==> src/rtl/hazard_ctrl.sv <==
// Hazard controller for the five-stage core: load-use bubbles, fixed-latency MEM freeze, EX redirect flush.
// Optional stall-cycle counter port (stallCycles) is built when HAZARD_STALL_CNT_EN is defined.
module hazard_ctrl #(
    parameter int REG_W    = 4,
    parameter int DMEM_LAT = 4
) (
    input  logic             clk,
    input  logic             rst_n,
    input  logic [REG_W-1:0] srcA_ID,
    input  logic             srcAUsed_ID,
    input  logic [REG_W-1:0] srcB_ID,
    input  logic             srcBUsed_ID,
    input  logic [REG_W-1:0] destReg_EX,
    input  logic             writeReg_EX,
    input  logic             memRead_EX,
    input  logic             memAccess_MEM,
    input  logic             flush,
    output logic             stall_IF,
    output logic             stall_ID_EX,
    output logic             bubble_ID_EX,
    output logic             flush_IF_ID,
    output logic             stall_EX_MEM
`ifdef HAZARD_STALL_CNT_EN
    ,
    output logic [15:0]      stallCycles
`endif
);

    typedef enum logic {
        S_RUN      = 1'b0,
        S_MEM_WAIT = 1'b1
    } state_t;

    // Single-cycle memory never freezes; the wait counter then stays idle.
    localparam bit         MULTI_CYC  = (DMEM_LAT >= 2);
    localparam int         CNT_INIT_I = MULTI_CYC ? (DMEM_LAT - 2) : 0;
    localparam logic [3:0] CNT_INIT   = CNT_INIT_I[3:0];

    state_t     r_state;
    state_t     w_next_state;
    logic [3:0] r_cnt;
    logic [3:0] w_next_cnt;
    logic       w_mem_stall;
    logic       w_load_use;

    always_ff @(posedge clk) begin
        if (!rst_n) begin
            r_state <= S_RUN;
            r_cnt   <= 4'd0;
        end else begin
            r_state <= w_next_state;
            r_cnt   <= w_next_cnt;
        end
    end

    always_comb begin
        w_next_state = r_state;
        w_next_cnt   = r_cnt;
        w_mem_stall  = 1'b0;
        case (r_state)
            S_RUN: begin
                if (MULTI_CYC && memAccess_MEM) begin
                    w_mem_stall  = 1'b1;
                    w_next_state = S_MEM_WAIT;
                    w_next_cnt   = CNT_INIT;
                end
            end
            S_MEM_WAIT: begin
                // cnt == 0 is the release cycle: pipeline moves, then back to RUN.
                if (r_cnt != 4'd0) begin
                    w_mem_stall = 1'b1;
                    w_next_cnt  = r_cnt - 4'd1;
                end else begin
                    w_next_state = S_RUN;
                end
            end
            default: begin
                w_next_state = S_RUN;
                w_next_cnt   = 4'd0;
            end
        endcase
    end

    assign w_load_use = memRead_EX & writeReg_EX &
                        ((srcAUsed_ID & (srcA_ID == destReg_EX)) |
                         (srcBUsed_ID & (srcB_ID == destReg_EX)));

    always_comb begin
        stall_IF     = 1'b0;
        stall_ID_EX  = 1'b0;
        bubble_ID_EX = 1'b0;
        flush_IF_ID  = 1'b0;
        stall_EX_MEM = 1'b0;
        if (rst_n) begin
            // A frozen EX re-presents any flush/load-use once the wait releases.
            if (w_mem_stall) begin
                stall_IF     = 1'b1;
                stall_ID_EX  = 1'b1;
                stall_EX_MEM = 1'b1;
            end else if (flush) begin
                flush_IF_ID  = 1'b1;
                bubble_ID_EX = 1'b1;
            end else if (w_load_use) begin
                stall_IF     = 1'b1;
                bubble_ID_EX = 1'b1;
            end
        end
    end

`ifdef HAZARD_STALL_CNT_EN
    logic [15:0] r_stall_cycles;

    always_ff @(posedge clk) begin
        if (!rst_n) begin
            r_stall_cycles <= 16'd0;
        end else if (stall_IF && (r_stall_cycles != 16'hFFFF)) begin
            r_stall_cycles <= r_stall_cycles + 16'd1;
        end
    end

    assign stallCycles = r_stall_cycles;
`endif

endmodule

==> config.mk <==
export PLATFORM = sky130hd
export DESIGN_NAME = hazard_ctrl
export DESIGN_NICKNAME = d
export VERILOG_FILES = /design/src/rtl/hazard_ctrl.sv
export SDC_FILE = /design/constraint.sdc
export NUM_CORES = 1
export LEC_CHECK = 0
export CAP_MARGIN = 20
export CORE_AREA = 4 4 41 43
export CTS_BUF_LIST = sky130_fd_sc_hd__clkbuf_4
export CTS_CLUSTER_SIZE = 10
export DETAILED_ROUTE_END_ITERATION = 10
export DIE_AREA = 0 0 45 47
export DONT_BUFFER_PORTS = 1
export PLACE_DENSITY = 0.49
export SLEW_MARGIN = 20
export SYNTH_ARGS = -nofsm -noshare
export SYNTH_HDL_FRONTEND = slang
export SYNTH_SLANG_ARGS = --single-unit
==> constraint.sdc <==
create_clock -name clk -period 2.2 [get_ports clk]
set_clock_uncertainty 0.1 [all_clocks]
set_input_delay 0.33 -clock clk [delete_from_list [all_inputs] [get_ports clk]]
set_output_delay 0.33 -clock clk [all_outputs]
set_load 0.02 [all_outputs]
==> results_dict.tcl <==
set metrics [dict create \
    status "finished clean" \
    gr-total-overflow 0 \
    placed_cell_area_um2 424.2 \
    syn_to_final_growth_pct 17.31 \
    synth_compound_area_share_pct 16.67 \
    critPathLaunchType "flip-flop" \
    r2r_setup_slack_ns 0.60 \
    arrival_ns 1.62 \
    synthSimpleGateAreaFrac_pct 26.92 \
    portBuffers 0 \
    tns_ns 0 \
    wl_um 839 \
    routed-via-count 344 \
    layout_common_cells "6 x xor2_1, 5 x inv_1, 5 x dfxtp_1" \
    clkSlewWorstSetupHoldPaths_ns 0.05 \
    cp-end-kind "primary output" \
    p_leak_nw 0.1848 \
    core_mm2 0.001301 \
    switching_share_pct 29.35 \
    cp_max_fo 6 \
    hold_buffers 0 \
    clock_latency_ns 0.25 \
    synth_warnings 0 \
    dr.pass1.iters 3 \
    cts_tree "done" \
    synthMuxAreaShare_pct 2.885 \
    drive_above_1_share_pct 22.64 \
    hold_violations 0 \
    cellPowerDensity_mw_per_mm2 667.2 \
    slowest_delay_ns 0.35 \
    grt_use_met2_pct 12.43 \
    tightest_slew_ns 0.2681 \
    slew_violations 0 \
    cp.required_ns 1.77 \
    hold_slack_ns 0.1042 \
    final.period_utilization_pct 92.99 \
    grt_pass1_vias 351 \
    synth_seq_cells 5 \
    fillerInstances 156 \
    synth_top_area_share_pct 25.64 \
    ios 25 \
    comb_power_share_pct 25.3 \
    switchingPower_uw 89.68 \
    dp_slack_ns 0.3771 \
    finalSetupViolCount 0 \
    hold_class "input pin to flip-flop" \
    criticalPathCategory "flip-flop to primary output" \
    synth_area_um2 390.4 \
    synth.area.top_cells "dfxtp_1 26%, xor2_1 13%, inv_1 4.8%" \
    dieArea_mm2 0.002115 \
    avgSynthCellArea_um2 8.306 \
    die_x_um 45 \
    drv_cap 0 \
    drc 0 \
    fin_crit_ns 2.046 \
    synthXorXnorAreaFrac_pct 17.95 \
    design_area_um2 457.9 \
    synth.yosys.seq_area_share_pct 25.64 \
    crit_chain "inv_1, ha_1, nor3b_2, a21oi_2, and2_1, buf_4" \
    seqPwrFrac_pct 34.3 \
    wl_per_cell_um 12.34 \
    synth_top_family_by_area "simple AND/OR/NAND/NOR gates" \
    synth_cell_types 26 \
    cts_sinks 5 \
    synth_nets 68 \
    grt-busiest-layer "met2" \
    intPower_uw 215.9 \
    ir_worst_vdd_v 0.0002741 \
    final_common_cell "xor2_1" \
    clockBufferDepth 2 \
    drtIter0Drc 7 \
    clock_power_share_pct 40.4 \
    finalWorstSetupSlack_ns 0.1543 \
    ant_nets 0 \
    chipHeight_um 47 \
    synth_top_area_cell "dfxtp_1" \
    max_freq_ghz 0.4888 \
    finish.utilization_pct 35.19 \
    dp_hpwl_um 656.1 \
    insertedDiodeCount 0 \
    nNetsFinal 75 \
    core.rowCount 13 \
    place_congestion 0.6217 \
    cts_max_level 1 \
    antenna_found_initial 0 \
    grt_setup_unrepaired "no" \
    use_met1_pct 10.48 \
    grt_pass1_wl_um 1317 \
    grt_max_degree 7 \
    post_drt_via_cell_ratio 5.059 \
    grt_use_total_pct 8.775 \
    slew_headroom_pct 82.12 \
    root_buffer "clkbuf_4" \
    grt.met3_usage_pct 5.747 \
    synth_adder_area_share_pct 3.205 \
    synthesis.instances 47 \
    initial_utilization_pct 30.00 \
    cts_inserted_buffers 3 \
    slowest_stage "dfxtp_1" \
]
==> cells in the mapped netlist <==
cell type and instances:
nor4_1 1, inv_1 5, o221a_2 1, a21oi_2 2, nor3_1 2, a31oi_1 1, a21oi_1 2, dfxtp_1 5
buf_4 1, a211oi_1 1, xor2_1 6, and2_1 2, and3_1 1, xnor2_1 2, nor3b_2 1, nor2b_1 1
nand4b_1 1, mux2_1 1, or3_1 2, ha_1 1, o21bai_1 1, nand2b_1 2, nand4_1 1, nor2_1 2
nand2_1 1, o21ai_0 1
==> kinds of logic after synthesis <==
kind of cell,count (synthesis)
AND/OR/NAND/NOR,17
XOR/XNOR,8
buffers and inverters,6
flip-flops,5
AO/OA/AOI/OAI,9
adder cells (fa/ha/maj),1
multiplexers,1
==> worst max-delay path, delay by kind of cell (launching register included) <==
| family | cells | cell delay [ns] |
|---|---|---|
| AND/OR/NAND/NOR | 2 | 0.35 |
| flip-flops | 1 | 0.35 |
| AO/OA/AOI/OAI | 1 | 0.24 |
| buffers and inverters | 2 | 0.23 |
| adder cells (fa/ha/maj) | 1 | 0.20 |
==> final cells by class <==
cell class / instances / area [um2] / share of cell area, %
multi-input cells: 36 / 267.8 / 58.47
well taps: 15 / 18.77 / 4.098
flip-flops and latches: 5 / 100.1 / 21.86
repair buffers: 3 / 22.52 / 4.918
inverters: 5 / 18.77 / 4.098
clock buffers: 4 / 30.03 / 6.557
==> flip-flops by register name (all words and copies together) (netlist names) <==
signal	count
r_state	1
r_cnt	4
==> per-layer routing <==
metal | vias to the layer above | share of wire [%]
li1 | 174 | -
met1 | 146 | 46
met2 | 24 | 43
met3 | 0 | 11
met4 | 0 | 0
met5 | - | 0
==> metrics by stage <==
stage	total power [mW]	instances
4_1_cts	0.3085	68
2_1_floorplan	0.1689	47
6_report	0.3056	68
5_1_grt	0.3234	68
3_3_place_gp	0.1826	64
3_5_place_dp	0.1823	64
==> power by group through the flow <==
stage | Combinational [mW] | Clock, mW | Sequential, mW
final | 0.0773 | 0.124 | 0.105
after global routing | 0.0854 | 0.132 | 0.106
after CTS | 0.0766 | 0.127 | 0.105
after detailed placement | 0.0763 | 0 | 0.106
after global placement | 0.0761 | 0 | 0.106
after floorplan | 0.0645 | 0 | 0.104
==> what timing repair did <==
item,in CTS,in global routing
setup buffers,0,0
gates resized for setup,0,1
endpoints found under the setup margin,0,1
==> worst paths after layout <==
check,from,end,depth (start not counted)
setup / recovery,r_cnt[1]$_SDFFE_PN0P_,stall_ID_EX,6
hold / removal,rst_n,r_state$_SDFF_PN0_,1
setup reg to reg,r_cnt[1]$_SDFFE_PN0P_,r_cnt[3]$_SDFFE_PN0P_,6
hold reg to reg,r_cnt[2]$_SDFFE_PN0P_,r_cnt[2]$_SDFFE_PN0P_,2
Power figures use the tool's default switching activity.
